[config.mk]
export PLATFORM = sky130hd
export DESIGN_NAME = spi_master_cs
export DESIGN_NICKNAME = d
export VERILOG_FILES = /design/src/rtl/spi_master_cs.sv
export SDC_FILE = /design/constraint.sdc
export NUM_CORES = 1
export LEC_CHECK = 0
export ABC_AREA = 1
export CAP_MARGIN = 15
export CORE_UTILIZATION = 42
export DETAILED_ROUTE_END_ITERATION = 12
export PLACE_DENSITY = 0.67
export SLEW_MARGIN = 10
export SYNTH_ARGS = -nofsm -noshare
export SYNTH_HDL_FRONTEND = slang
export SYNTH_SLANG_ARGS = --single-unit
[constraint.sdc]
create_clock -name clk -period 1.2 [get_ports clk]
set_input_delay 0.24 -clock clk [delete_from_list [all_inputs] [get_ports clk]]
set_output_delay 0.24 -clock clk [all_outputs]
set_load 0.005 [all_outputs]
[src/rtl/spi_master_cs.sv]
// SPI mode-0 master that runs one DATA_W-bit MSB-first full-duplex transfer.
// It drives the one-hot active-low chip select, sclk and mosi, and samples the shared miso line.
module spi_master_cs #(
  parameter int unsigned NSLAVE  = 4,
  parameter int unsigned DATA_W  = 8,
  parameter int unsigned CLK_DIV = 4
) (
  input  logic                      clk,
  input  logic                      rst,
  input  logic                      start,
  input  logic [$clog2(NSLAVE)-1:0] slave_sel,
  input  logic [DATA_W-1:0]         tx_data,
  output logic                      busy,
  output logic                      done,
  output logic [DATA_W-1:0]         rx_data,
  output logic                      sclk,
  output logic                      mosi,
  input  logic                      miso,
  output logic [NSLAVE-1:0]         cs_decode
);

  localparam int unsigned DIV_W = $clog2(CLK_DIV + 1);
  localparam int unsigned BIT_W = $clog2(DATA_W + 1);
  localparam logic [DIV_W-1:0] DIV_LAST = DIV_W'(CLK_DIV - 1);
  localparam logic [BIT_W-1:0] BIT_ALL  = BIT_W'(DATA_W);

  typedef enum logic [2:0] {
    S_IDLE,
    S_SETUP,
    S_SHIFT_HI,
    S_SHIFT_LO,
    S_HOLD
  } state_t;

  state_t             r_state;
  logic [DIV_W-1:0]   r_div;
  logic [BIT_W-1:0]   r_bit;
  logic [DATA_W-1:0]  r_tx;
  logic [DATA_W-1:0]  r_rx;
  logic [DATA_W-1:0]  r_rx_data;
  logic [NSLAVE-1:0]  r_cs;
  logic               r_sclk;
  logic               r_mosi;
  logic               r_busy;
  logic               r_done;

  logic               w_sel_ok;
  logic               w_div_end;

  assign w_sel_ok  = (32'(slave_sel) < NSLAVE);
  assign w_div_end = (r_div == DIV_LAST);

  // Sequencer: every sclk phase lasts CLK_DIV cycles; miso is captured on the rising-edge transition.
  always_ff @(posedge clk) begin
    if (rst) begin
      r_state   <= S_IDLE;
      r_div     <= '0;
      r_bit     <= '0;
      r_tx      <= '0;
      r_rx      <= '0;
      r_rx_data <= '0;
      r_cs      <= '1;
      r_sclk    <= 1'b0;
      r_mosi    <= 1'b0;
      r_busy    <= 1'b0;
      r_done    <= 1'b0;
    end else begin
      r_done <= 1'b0;
      case (r_state)
        S_IDLE: begin
          if (start && w_sel_ok) begin
            r_tx    <= tx_data;
            r_cs    <= ~(NSLAVE'(1) << slave_sel);
            r_mosi  <= tx_data[DATA_W-1];
            r_busy  <= 1'b1;
            r_div   <= '0;
            r_bit   <= '0;
            r_state <= S_SETUP;
          end
        end
        S_SETUP: begin
          if (w_div_end) begin
            r_div   <= '0;
            r_sclk  <= 1'b1;
            r_rx    <= {r_rx[DATA_W-2:0], miso};
            r_bit   <= r_bit + BIT_W'(1);
            r_state <= S_SHIFT_HI;
          end else begin
            r_div <= r_div + DIV_W'(1);
          end
        end
        S_SHIFT_HI: begin
          if (w_div_end) begin
            r_div   <= '0;
            r_sclk  <= 1'b0;
            r_state <= S_SHIFT_LO;
            // Present the next lower bit; after the last bit, mosi keeps the LSB.
            if (r_bit != BIT_ALL) begin
              r_tx   <= {r_tx[DATA_W-2:0], 1'b0};
              r_mosi <= r_tx[DATA_W-2];
            end
          end else begin
            r_div <= r_div + DIV_W'(1);
          end
        end
        S_SHIFT_LO: begin
          if (w_div_end) begin
            r_div <= '0;
            if (r_bit == BIT_ALL) begin
              r_state <= S_HOLD;
            end else begin
              r_sclk  <= 1'b1;
              r_rx    <= {r_rx[DATA_W-2:0], miso};
              r_bit   <= r_bit + BIT_W'(1);
              r_state <= S_SHIFT_HI;
            end
          end else begin
            r_div <= r_div + DIV_W'(1);
          end
        end
        S_HOLD: begin
          if (w_div_end) begin
            r_div     <= '0;
            r_cs      <= '1;
            r_mosi    <= 1'b0;
            r_busy    <= 1'b0;
            r_done    <= 1'b1;
            r_rx_data <= r_rx;
            r_state   <= S_IDLE;
          end else begin
            r_div <= r_div + DIV_W'(1);
          end
        end
        default: r_state <= S_IDLE;
      endcase
    end
  end

  assign busy      = r_busy;
  assign done      = r_done;
  assign rx_data   = r_rx_data;
  assign sclk      = r_sclk;
  assign mosi      = r_mosi;
  assign cs_decode = r_cs;

endmodule

### Word-level counts from Yosys, hierarchy flattened

Cells that the tools add are included.

* register bits: 41
* memories kept: 0
* bits in read-only memories: 0
* latch bits: 0
* logic and storage cells: 87
* memory bits (writable): 0
* bits of input ports: 14

* reductions and logical operators: 19
* divide/modulo/power cells: 0
* $mul: 0
* mux-type cells: 38
* magnitude comparators: 0
* bitwise operators: 2
* equality and inequality tests: 14
* add/sub/neg operators: 2
* shifts and indexed selects: 1

Operator list (number)
* 3-bit two-way mux: 8
* 4-bit two-way mux: 6
* 8-bit two-way mux: 3
* 7-bit two-way mux: 3
* 5-bit AND reduction: 4
* 8-bit one-hot mux with 2 select lines: 1
* 3-bit one-hot mux with 5 select lines: 1
* 2-bit inequality test, second input constant: 7
* 7-bit one-hot mux with 2 select lines: 1
* 4-bit one-hot mux with 3 select lines: 1
* 3-bit by 2-bit == test with 1-bit output, second input constant: 3
* 1-bit two-way mux: 9
* 3-bit nonzero test: 3
* 4-bit one-hot mux with 2 select lines: 1
* 4-bit AND reduction: 2
* 2-bit nonzero test: 4
* 1-bit one-hot mux with 3 select lines: 2
* 3-bit one-hot mux with 2 select lines: 1
* 4-bit by 1-bit adder with 4-bit output, second input constant: 1
* 4-bit == test, second input constant: 1
* 4-bit inequality test, second input constant: 1
* 4-bit inverter: 1
* 2-bit AND reduction: 2
* 4-bit OR reduction: 1
* other kinds (9): 9

### Logic depth before layout (Yosys ltp)

Gate-level depths: netlist (run 1).

* depth in word-level cells: 4
* depth in mapped cells: 9
* depth with buffers taken out: 9

### Worst setup path after synthesis (run 1)

OpenSTA, ideal clock, no wires.

* path type: reg2reg
* start point: reg r_div[0]
* end point: reg r_rx_data[7], in the netlist rx_data[7]
* stages on the path, launching flop included: 8
* library setup time: 116 ps
* required time: 1084 ps
* clock period less this slack: 1333 ps
* arrival time: 1217 ps
* path slack: -133 ps
* cells stage by stage: dfxtp_1 -> ha_1 -> inv_1 -> nor2_1 -> nand3_1 -> buf_2 -> o21ai_0 -> nor2_1

* word-level cells in the longest chain between the ends: 2

Ends and longest elaborated chain
* from (decl): RTL line 36 `logic [DIV_W-1:0] r_div;`
* from (signal assigned): RTL line 89 `r_div <= r_div + DIV_W'(1);`
* from (signal assigned): RTL line 103 `r_div <= r_div + DIV_W'(1);`
* from (signal assigned): RTL line 118 `r_div <= r_div + DIV_W'(1);`
* 3-bit by 2-bit == test with 1-bit output: RTL line 51 `assign w_div_end = (r_div == DIV_LAST);`
* 2-bit AND reduction (no line)
* to (signal assigned): RTL line 128 `r_rx_data <= r_rx;`
* to (decl): RTL line 40 `logic [DATA_W-1:0] r_rx_data;`

Every way passes these cells.
A chain may end at the register's enable or synchronous reset.

### Worst setup path in the final report (run 1)

* start point: reg r_state[2]
* end point: reg r_tx[0]

* word-level cells in the longest chain between the ends: 3
* elaborated cells between the ends (all ways): 8
* classes of those cells: 4 x eq/ne; 1 x mux; 3 x reduce/logical

Ends and longest elaborated chain
* from (decl): RTL line 35 `state_t r_state;`
* from (signal assigned): RTL line 56 `r_state <= S_IDLE;`
* from (signal assigned): RTL line 78 `r_state <= S_SETUP;`
* from (signal assigned): RTL line 87 `r_state <= S_SHIFT_HI;`
* 3-bit by 2-bit == test with 1-bit output or 3-bit logical NOT (tied branches): RTL line 69 `case (r_state)`
* 2-bit inequality test (no line) or 2-bit nonzero test (tied branches)
* 4-bit AND reduction (no line)
* to (signal assigned): RTL line 72 `r_tx <= tx_data;`
* to (signal assigned): RTL line 99 `r_tx <= {r_tx[DATA_W-2:0], 1'b0};`
* to (decl): RTL line 38 `logic [DATA_W-1:0] r_tx;`

Several ways; a longest one is shown, not always the timed one.

==> run metrics, run 1 <==
largest net degree at the start of global routing=28; Slew HR=~84%; vias in the first global route=around 1800; r2r setup slk=-0.15 ns; # diodes=0; Syn-to-layout area delta=58.3%; Row Count=24; CTS Buf Count=5; CP Capture Type=flip-flop; final period utilization=112%; Initial DRT Pass Iterations=4; Initial Util=a little over two fifths; Clock Tree Buf Depth=2; WHS=~0.45 ns; Routed Wire Length=around 5.1 mm; synthesized netlist cell count=270; endpoints failing hold=0; final global-route overflow total=0; die area=0.00482 mm²; crit-path max FO=5; final setup margin=-0.146 ns; vias per cell=slightly below 5; min-delay src=sclk; CTS tree=built; via count=1941; synthesized area=0.00191 mm²; r2r worst-path depth=7; Clock Sinks=41; final setup skew=between 0.007 and 0.008 ns; Leak=approximately 1.3 nW; Min-Delay Endpoint=sclk; CTS HTree Levels=2; fin area=slightly above 0.003 mm²; Post-DP HPWL=between 2 and 3 mm; RSZ-0062 raised after global routing=yes; r2r endpoint=r_tx[0]; Least-Margin Pin Slew=0.231 ns; Ports=30; initial antenna violation count=0; fmax=between 0.7 and 0.8 GHz; GRT Overall Usage=21.5%; Die X=69.4 µm; Yosys Warn Count=0; DR WL/cell=roughly 13 µm; ratio of cells with drive above 1 in the final layout=approximately 41%; max-slew violation count=0; first-pass GRT wire length=8.30 mm; crit start category=flip-flop; VDD IR-drop max=~0.84 mV; Residual DRC=0; FILL cells=between 300 and 400; crit path DAT=1.54 ns; hold buffer count at cts=0; GP Congestion=between 0.8 and 0.9; Hold Crit Class=reg2reg; Core ar.=0.00435 mm²; most frequent cells in the layout=54 x nor2_1, 50 x nand2_1, 29 x buf_4, 23 x dfxtp_1, 17 x inv_1; worst skew pair latency=~0.3 ns; critical path type=reg2reg; status=finished with violations; Worst-path clk slew=0.09 ns; number of routed nets with antenna violations=0; post-synth cell types=27; I/O Buffers=29; Root Buffer=clkbuf_8; commonest non-fill, non-tap cell in the layout=nor2_1; PD cells=between 1500 and 2000 mW/mm²; Avg Cell Area, Syn=7.07 µm²; Final Setup Violations=38; worst r2r src=r_state[2]; register area share after synthesis=between 40% and 50%; max_cap viols=0; Final nets=~360; Hold Path Cell Cnt=2; TNS Setup=-2.81 ns; Tmin final=~1.3 ns; Post-DP Area=between 0.002 and 0.003 mm²; die height=about 70 µm; 1st-iter DRT viols=96; syn nets=287; Critical Path RT=roughly 1.4 ns; violated checks=setup timing; FF+latch count, synth=between 40 and 50
==> critical path, stage by stage (launching register included) <==
cell and delay (ns):
dfxtp_4 0.38, nor2_4 0.22, inv_2 0.07, a21oi_4 0.22, buf_6 0.14, nand4_1 0.10
nand2_1 0.08, nor2_1 0.04
==> layer usage <==
layer	routed length, µm	global-route usage [%]
met1	2220	25.9
met2	2630	38.4
met3	196	5.23
met4	32	4.76
met5	0	0
==> kinds of logic (layout without fill, tap and decap cells) <==
family                     count (synthesis)  in the layout  share of synthesized area, %
and+or+nand+nor                          149            151                          34.4
DFF                                       41             41                          43.0
AOI/OAI and AO/OA                         38             38                          10.7
buffers and inverters                     38            107                          9.50
adders and majority gates                  3              3                          1.97
xor gates and xnor gates                   1              1                         0.459
==> cell usage after synthesis <==
master	n	share of area (%)
nor2_1	61	12
nand3_1	13	3.4
clkinv_4	1	0.46
inv_2	4	0.79
nand2_1	58	11
ha_1	3	2.0
buf_2	1	0.26
dfxtp_1	41	43
o21ai_0	21	5.5
o21ai_1	1	0.26
a21oi_2	2	0.92
nand3_4	1	0.92
nand2_2	3	0.98
clkbuf_1	2	0.39
o22ai_1	4	1.3
nand3_2	2	1.0
inv_1	25	4.9
a31oi_1	1	0.33
a21oi_1	9	2.4
xor2_1	1	0.46
buf_4	2	0.79
or2_1	1	0.33
buf_6	2	1.2
nor2_2	1	0.33
nand4_1	5	1.6
clkbuf_8	1	0.72
nor2_4	4	2.4
==> worst max-delay path by stage <==
stage | to | depth (start not counted) | from | slack, ns
2_1_floorplan | r_rx[0] | 7 | r_bit[1] | -0.01
3_3_place_gp | cs_decode[2] | 5 | start | -0.29
3_5_place_dp | cs_decode[2] | 5 | start | -0.30
4_1_cts | rx_data[0] | 7 | r_div[1] | -0.14
5_1_grt | r_state[2] | 8 | r_div[1] | -0.21
6_report | r_tx[0] | 7 | r_state[2] | -0.15
==> through the flow <==
stage	cells	utilization [%]	setup slack, ns	power [mW]
after CTS	391	65.9	-0.140	4.68
after global placement	374	57.8	-0.291	3.21
after detailed placement	374	57.8	-0.301	3.23
after floorplan	270	-	-0.0136	2.72
after global routing	393	69.4	-0.209	5.13
final	393	69.4	-0.146	4.86
==> state kept, by name, indices dropped and copies added, names as in the netlist <==
register / flops
cs_decode: 4
r_bit: 4
r_div: 3
mosi: 1
r_tx: 7
sclk: 1
r_rx: 8
r_state: 3
busy: 1
done: 1
rx_data: 8
==> cell type report <==
type	count	area (µm²)	area share (%)
Timing Repair Buffer	68	618	20.4
Timing Repair inverter	1	11.3	0.373
Sequential cell	41	851	28.1
Tap cell	52	65.1	2.15
Clock inverter	2	37.5	1.24
Inverter	30	126	4.18
Multi-Input combinational cell	193	1230	40.7
Clock buffer	6	82.6	2.73
==> timing repair <==
action | 4_1_cts | 5_1_grt
buffers inserted | 7 | 2
cloned | 3 | 0
setup endpoints to repair | 57 | 41
resized for setup | 78 | 44
pin swaps | 27 | 16
hold endpoints to repair | 0 | 0
==> report_power, final <==
part / switching (mW) / internal (mW)
sequential: 0.137 / 1.60
combinational: 1.07 / 0.867
clock: 0.501 / 0.677
No activity file was read; power rests on OpenSTA's default activity.
==> inputs of run 2 (changes only) <==
--- a/config.mk
+++ b/config.mk
@@ -10,6 +10,7 @@
 export CORE_UTILIZATION = 42
 export DETAILED_ROUTE_END_ITERATION = 12
 export PLACE_DENSITY = 0.67
+export SKIP_LAST_GASP = 1
 export SLEW_MARGIN = 10
 export SYNTH_ARGS = -nofsm -noshare
 export SYNTH_HDL_FRONTEND = slang
==> run metrics, run 2 (synthesized netlist as in run 1, its figures left out) <==
Clock Sinks=41 (unchanged); CP Capture Type=flip-flop; Post-DP Area=0.00252 mm² (unchanged); initial antenna violation count=0 (unchanged); Tmin final=1.38 ns (+0.0330 ns); Critical Path RT=1.43 ns (+0.04 ns); Worst-path clk slew=0.09 ns (about the same); min-delay src=sclk; Root Buffer=clkbuf_8; die height=69.4 µm (unchanged); Row Count=24 (unchanged); VDD IR-drop max=0.954 mV (+14%); GRT Overall Usage=21.2% (-0.31 points); max-slew violation count=0 (unchanged); ratio of cells with drive above 1 in the final layout=42.4% (+1.0 points); crit path DAT=1.61 ns (+0.07 ns); final global-route overflow total=0 (unchanged); Least-Margin Pin Slew=0.231 ns (-0.0000215 ns); fmax=0.725 GHz (-2.4%); dpl ws=-0.301 ns (unchanged); Initial DRT Pass Iterations=4 (unchanged); 1st-iter DRT viols=87 (-9.4%); crit-path max FO=4 (-1); via count=1975 (+1.8%); crit start category=flip-flop; vias per cell=4.95 (+0.22%); CTS Buf Count=5 (unchanged); Hold Crit Class=reg2reg; status=finished with violations; first-pass GRT wire length=8.23 mm (-0.83%); largest net degree at the start of global routing=28 (unchanged); worst skew pair latency=0.30 ns (about the same); Core ar.=0.00435 mm² (unchanged); DR WL/cell=13.5 µm (+4.7%); most frequent cells in the layout=54 x nor2_1, 47 x nand2_1, 30 x buf_4, 24 x dfxtp_1; Post-DP HPWL=2.92 mm (unchanged); worst r2r src=r_div[0]; Final Instance Count excl. Fillers=399 (+1.5%); # diodes=0 (unchanged); I/O Buffers=29 (unchanged); Min-Delay Endpoint=sclk; r2r worst-path depth=8 (+1); r2r setup slk=-0.18 ns (-0.03 ns); fin area=0.00313 mm² (+3.6%); CTS HTree Levels=2 (unchanged); Leak=1.40 nW (+4.0%); final setup margin=-0.179 ns (-0.0330 ns); critical path type=reg2reg; die area=0.00482 mm² (unchanged); Final Setup Violations=39 (+2.6%); max_cap viols=0 (unchanged); endpoints failing hold=0 (unchanged); Initial Util=43.9% (unchanged); PD cells=1590 mW/mm² (-0.94%); Final nets=363 (+1.7%); Residual DRC=0 (unchanged); CTS tree=built; Syn-to-layout area delta=64.0%; violated checks=setup timing; Slew HR=84.4% (about the same); TNS Setup=-4.22 ns (-1.40 ns); RSZ-0062 raised after global routing=yes; GP Congestion=0.856 (unchanged); number of routed nets with antenna violations=0 (unchanged); Ports=30 (unchanged); final period utilization=115% (+2.7 points); Clock Tree Buf Depth=2 (unchanged); commonest non-fill, non-tap cell in the layout=nor2_1; vias in the first global route=1841 (+1.1%); r2r endpoint=cs_decode[0]; Die X=69.4 µm (unchanged); Routed Wire Length=5.39 mm (+6.3%); final setup skew=0.00816 ns (+0.000963 ns); placed cells=374 (unchanged); Hold Path Cell Cnt=2 (unchanged)
-- run 2: how the worst max path moves through the flow --
stage,to,from,depth (start not counted)
floorplan,r_rx[0],r_bit[1],7
global placement,cs_decode[2],start,5
detailed placement,cs_decode[2],start,5
CTS,rx_data[0],r_div[1],7
global route,r_tx[0],r_bit[0],8
finish,cs_decode[0],r_div[0],8
-- run 2: metrics by stage --
stage	power [mW]	hold WS [ns]	utilization, %
detailed placement	3.23	0.453	57.8
global placement	3.21	0.431	57.8
global route	5.25	0.471	71.9
floorplan	2.72	0.367	-
CTS	4.68	0.456	65.7
finish	4.98	0.449	71.9
-- run 2: timing repair --
item                                    in CTS  in global routing
pin swaps                                   26                 33
cloned                                       3                  1
hold buffers                                 0                  0
resized for setup                           76                 57
buffers inserted                             7                  7
endpoints found under the setup margin      57                 41
-- run 2: worst max-delay path, stage by stage, from the launching register on --
cell	delay [ns]
dfxtp_2	0.37
ha_4	0.19
inv_4	0.05
nor2_4	0.13
nand3_4	0.15
buf_4	0.18
nand2_4	0.08
o22ai_2	0.08
nand2_1	0.08
-- run 2: layout make-up --
class | count | area [µm²]
fill | 332 | 1220
tap | 52 | 65.1
inverter | 30 | 131
sequential | 41 | 850
timing repair buffer | 74 | 696
clock inverter | 2 | 37.5
timing repair inverter | 1 | 11.3
clock buffer | 6 | 82.6
multi-input combinational | 193 | 1260
-- run 2: layer usage --
layer	track usage (%)	up-vias	share of wire, %
met5	0	-	0
met4	5.44	0	1.0
met3	5.67	7	3.5
met2	36.9	40	52
met1	25.7	912	44
li1	-	1016	-
-- run 2: where the power goes --
| part | switching (mW) | leakage (nW) | internal (mW) |
|---|---|---|---|
| combinational | 1.12 | 1.01 | 0.933 |
| sequential | 0.153 | 0.340 | 1.60 |
| clock | 0.497 | 0.0574 | 0.676 |
| total | 1.77 | 1.40 | 3.21 |
==> RTL change 1: new RTL, flow settings as in run 2 <==
The parameter `DATA_W` goes from 8 to 16.
--- a/src/rtl/spi_master_cs.sv
+++ b/src/rtl/spi_master_cs.sv
@@ -4,3 +4,3 @@
   parameter int unsigned NSLAVE  = 4,
-  parameter int unsigned DATA_W  = 8,
+  parameter int unsigned DATA_W  = 16,
   parameter int unsigned CLK_DIV = 4
Interface: changed (resized rx_data and tx_data); port bits go from 30 to 46. No check against the original RTL was run, so the function may have changed too.
==> RTL change 1 against run 2 <==
The run still ends with setup timing left. Highest routed layer unchanged. Final area rose by 55%. Critical path depth rose by 3. Sequential cell count rose by 25. Largest power group unchanged. Sequential power rose by 65%. Synthesized area rose by 52%. Setup slack got worse by 0.057 ns. Count of clock-buffer cells in the layout rose by 3. Total power rose by 88%. Wire length rose by 62%.
==> RTL change 1: results (changes against run 2) <==
Critical Setup Path Class = flip-flop to flip-flop
status = finished, violations left
H-tree depth = 3 (+1)
relative max-transition margin = 80.1% (-4.3 points)
Clock power frac = 21.3% (-2.3 points)
LEAKAGE = 2.20 nW (+57%)
VDD IR max = 1150 uV (+21%)
Seq pwr share = 30.9% (-4.3 points)
post-synth cell types = 23 (-15%)
clock tree buffer depth = 2 (unchanged)
crit path from = r_bit[0]
failing checks = setup timing
worst r2r path cells = 11 (+3)
register area share after synthesis = 45.6% (+2.6 points)
first-pass GRT wire length = 14.0 mm (+69%)
nets@finish = 568 (+56%)
gpl congestion = 0.789 (-7.7%)
vias in the first global route = 3054 (+66%)
final setup violation count = 65 (+67%)
Clock Skews = 0.0140 ns (+0.00580 ns)
DP Worst Slack = -0.414 ns (-0.113 ns)
Total GRT Usage = 24.4% (+3.2 points)
final setup margin = -0.236 ns (-0.0566 ns)
crit path DAT = 1.72 ns (+0.11 ns)
ranking of synthesized cells by area = dfxtp_1 46%, nand2_1 15%, nor2_1 14%
post-synthesis async set-or-reset flop share = 0% (unchanged)
pin count of the biggest net entering global routing = 42 (+50%)
Power per Cell Area = 1930 mW/mm2 (+21%)
Final Hold Viols = 0 (unchanged)
Main synth FF type = dfxtp_1
Synth Net Count = 460 (+60%)
worst-path maximum fanout = 8 (+4)
worst r2r dst = r_tx[8]
Via Count = 3186 (+61%)
share of post-route cells with drive strength above 1 = 42.5% (+0.16 points)
Switching Fraction = 39.5% (+4.0 points)
DRT iter0 DRCs = 160 (+84%)
TritonCTS Buffers = 9 (+4)
Skew-Pair Late Insertion Delay = 0.35 ns (+0.05 ns)
Critical Path Max Stage Delay = 0.34 ns (-0.03 ns)
WL/cell = 13.9 um (+3.1%)
Synth top cells by count = 116 x nand2_1, 112 x nor2_1, 66 x dfxtp_1
Final HPWL DP = 4.36 mm (+50%)
PortBufs = 45 (+55%)
slowest stage cell, crit path = dfxtp_2
[RTL change 1: worst max-delay path, delay by kind of cell (launching register included)]
kind,cells,cell delay (ns)
flops,1,0.34
buf+inv,3,0.36
simple gates,7,0.51
fa+ha+maj,1,0.16
[RTL change 1: logic make-up after synthesis]
| kind of cell | synth area share [%] |
|---|---|
| adder cells (fa/ha/maj) | 1.29 |
| AO/OA/AOI/OAI | 9.66 |
| buffers and inverters | 8.89 |
| AND/OR/NAND/NOR | 34.6 |
| flip-flops | 45.6 |
[RTL change 1: area by class of cell]
class,count,area (um2)
timing repair inverter,1,6.26
tap,77,96.3
sequential,66,1370
fill,450,1660
clock inverter,7,82.6
timing repair buffer,111,1080
multi-input combinational,312,1890
clock buffer,9,124
inverter,42,188
[RTL change 1: through the flow]
stage,area (um2),TNS [ns],hold slack (ns),std cells
after floorplan,3020,-1.27,0.376,435
after CTS,4690,-11.67,0.445,616
after global routing,4840,-15.94,0.457,625
final,4840,-11.40,0.441,625
after detailed placement,3740,-15.44,0.436,575
after global placement,3740,-13.60,0.433,575
[RTL change 1: what timing repair did]
item,in CTS,in global routing
resized for setup,179,57
setup buffers,18,12
gates cloned,7,0
pin swaps,36,35
setup endpoints to repair,89,87
[RTL change 1: worst min-delay path by stage]
stage                  from      endpoint  slack, ns  cells past startpoint
5_1_grt                sclk          sclk       0.46                      2
4_1_cts                sclk          sclk       0.45                      2
2_1_floorplan  slave_sel[1]  cs_decode[0]       0.38                      2
3_3_place_gp           sclk          sclk       0.43                      2
3_5_place_dp           sclk          sclk       0.44                      2
6_report               sclk          sclk       0.44                      2
[RTL change 1: routing by layer]
metal	global-route usage [%]	share of wire, %
met3	5.74	4.2
met4	10.5	2.1
met1	31.0	45
met5	0	0
met2	39.5	49
==> RTL change 2: new RTL, settings of run 2 <==
Without the edit above. Put one more register stage on the output `cs_decode`, cleared by the reset. The value now appears one clock later. The other outputs are not delayed to match.
--- a/src/rtl/spi_master_cs.sv
+++ b/src/rtl/spi_master_cs.sv
@@ -143,3 +143,9 @@
   assign mosi      = r_mosi;
-  assign cs_decode = r_cs;
+  always_ff @(posedge clk) begin
+    if (rst) begin
+      cs_decode <= '0;
+    end else begin
+      cs_decode <= r_cs;
+    end
+  end
 
Check against the original RTL: not equivalent (a bounded check fails within 4 cycles, from zero or initial values and one cycle with rst high).
==> RTL change 2 against run 2 <==
The run still ends with setup timing left. Setup slack improved by 0.034 ns. Total power rose by 28%. Synthesized area rose by 2.9%. Sequential cell count rose by 4. Critical endpoint is now busy. Global-route usage fell by 1.0 points. Die area rose by 2.8%. Critical path type unchanged. Wire length fell by 4.9%. Final area fell by 3.1%.
==> RTL change 2: results (changes against run 2) <==
xor/xnor share of the synthesized area = 0.446% (-0.013 points)
WL/cell = 13.0 um (-3.9%)
Total GRT Usage = 20.2% (-1.0 points)
clock network power = 0.000988 W (-16%)
dpl cells = 377 (+0.80%)
post-synthesis compound-gate area fraction = 14.1% (+3.4 points)
final wirelength = 5.13 mm (-4.9%)
Seq power = 0.00216 W (+23%)
worst r2r path cells = 7 (-1)
final setup violation count = 39 (unchanged)
DP Worst Slack = -0.249 ns (+0.0519 ns)
Synth Net Count = 291 (+1.4%)
gpl congestion = 0.831 (-2.9%)
total negative slack = -2.88 ns (+1.34 ns)
failing checks = setup timing
Post-CTS Setup Bufs = 2 (-5)
first-pass GRT wire length = 7.99 mm (-2.9%)
Clock Skews = 0.00912 ns (+0.000957 ns)
ranking of synthesized cells by area = dfxtp_1 46%, nand2_1 12%, a21oi_1 6.4%
P_int = 0.00380 W (+18%)
crit path DAT = 1.55 ns (-0.06 ns)
LEAKAGE = 1.38 nW (-1.5%)
pin count of the biggest net entering global routing = 34 (+21%)
Power per Cell Area = 2100 mW/mm2 (+32%)
post_cts resized = 56 (-26%)
adder-cell share of the synthesized area = 1.91% (-0.055 points)
Synth top cells by count = 62 x nand2_1, 45 x dfxtp_1, 33 x nor2_1
worst r2r dst = busy
Hold EP = cs_decode[0]
slowest stage cell, crit path = dfxtp_4
area of placed instances = 0.00260 mm2 (+3.1%)
Fillers = 352 (+6.0%)
relative max-transition margin = 83.8% (-0.65 points)
vias in the first global route = 1805 (-2.0%)
hold path start = r_cs[0]
worst-path maximum fanout = 6 (+2)
post-synth cell types = 26 (-3.7%)
Final HPWL DP = 3.11 mm (+6.6%)
register area share after synthesis = 45.9% (+2.9 points)
share of post-route cells with drive strength above 1 = 35.0% (-7.4 points)
status = finished, violations left
hold_ws = 0.429 ns (-0.0205 ns)
DRT iter0 DRCs = 107 (+23%)
Skew-Pair Late Insertion Delay = 0.31 ns
final setup margin = -0.145 ns (+0.0345 ns)
Via Count = 1948 (-1.4%)
[RTL change 2: cell types whose count changed after synthesis, moves of 3 or more]
cell     delta
a21oi_1    +16
nand4_1     -4
o21ai_1     +7
nand3_1     +5
nor2_2      +3
nor3_1      +6
nand2_1     +4
o22ai_1     -4
o21ai_0     -5
dfxtp_1     +4
nor2_1     -28
[RTL change 2: layout make-up]
class                      instances  area (um2)  share of cell area [%]
sequential                        45         930                    30.7
multi-input combinational        191        1210                    39.8
clock buffer                       5        68.8                    2.27
clock inverter                     3        25.0                   0.825
tap                               52        65.1                    2.15
inverter                          32         123                    4.04
timing repair buffer              67         616                    20.3
[RTL change 2: layer usage]
| layer | share of wire [%] | global-route usage [%] |
|---|---|---|
| met2 | 50 | 32.4 |
| met4 | 1.9 | 7.33 |
| met3 | 3.4 | 4.62 |
| met1 | 45 | 26.4 |
| met5 | 0 | 0 |
[RTL change 2: worst max path at each step]
| stage | end | cells after the start | slack [ns] | startpoint |
|---|---|---|---|---|
| CTS | r_tx[0] | 8 | -0.08 | r_div[0] |
| finish | busy | 7 | -0.14 | r_state[0] |
| detailed placement | r_bit[0] | 8 | -0.25 | start |
| floorplan | r_rx[5] | 9 | -0.01 | r_bit[1] |
| global placement | r_bit[0] | 8 | -0.23 | start |
| global route | r_cs[1] | 8 | -0.18 | r_state[0] |
[RTL change 2: worst min-delay path, delay by kind of cell (launching register included)]
kind                   cells  cell delay, ns
buffers and inverters      1            0.05
DFF                        1            0.32
and+or+nand+nor            1            0.03
[RTL change 2: kinds of logic after synthesis]
group | Yosys count
xor gates and xnor gates | 1
adders and majority gates | 3
DFF | 45
buffers and inverters | 39
and+or+nand+nor | 133
AOI/OAI and AO/OA | 53
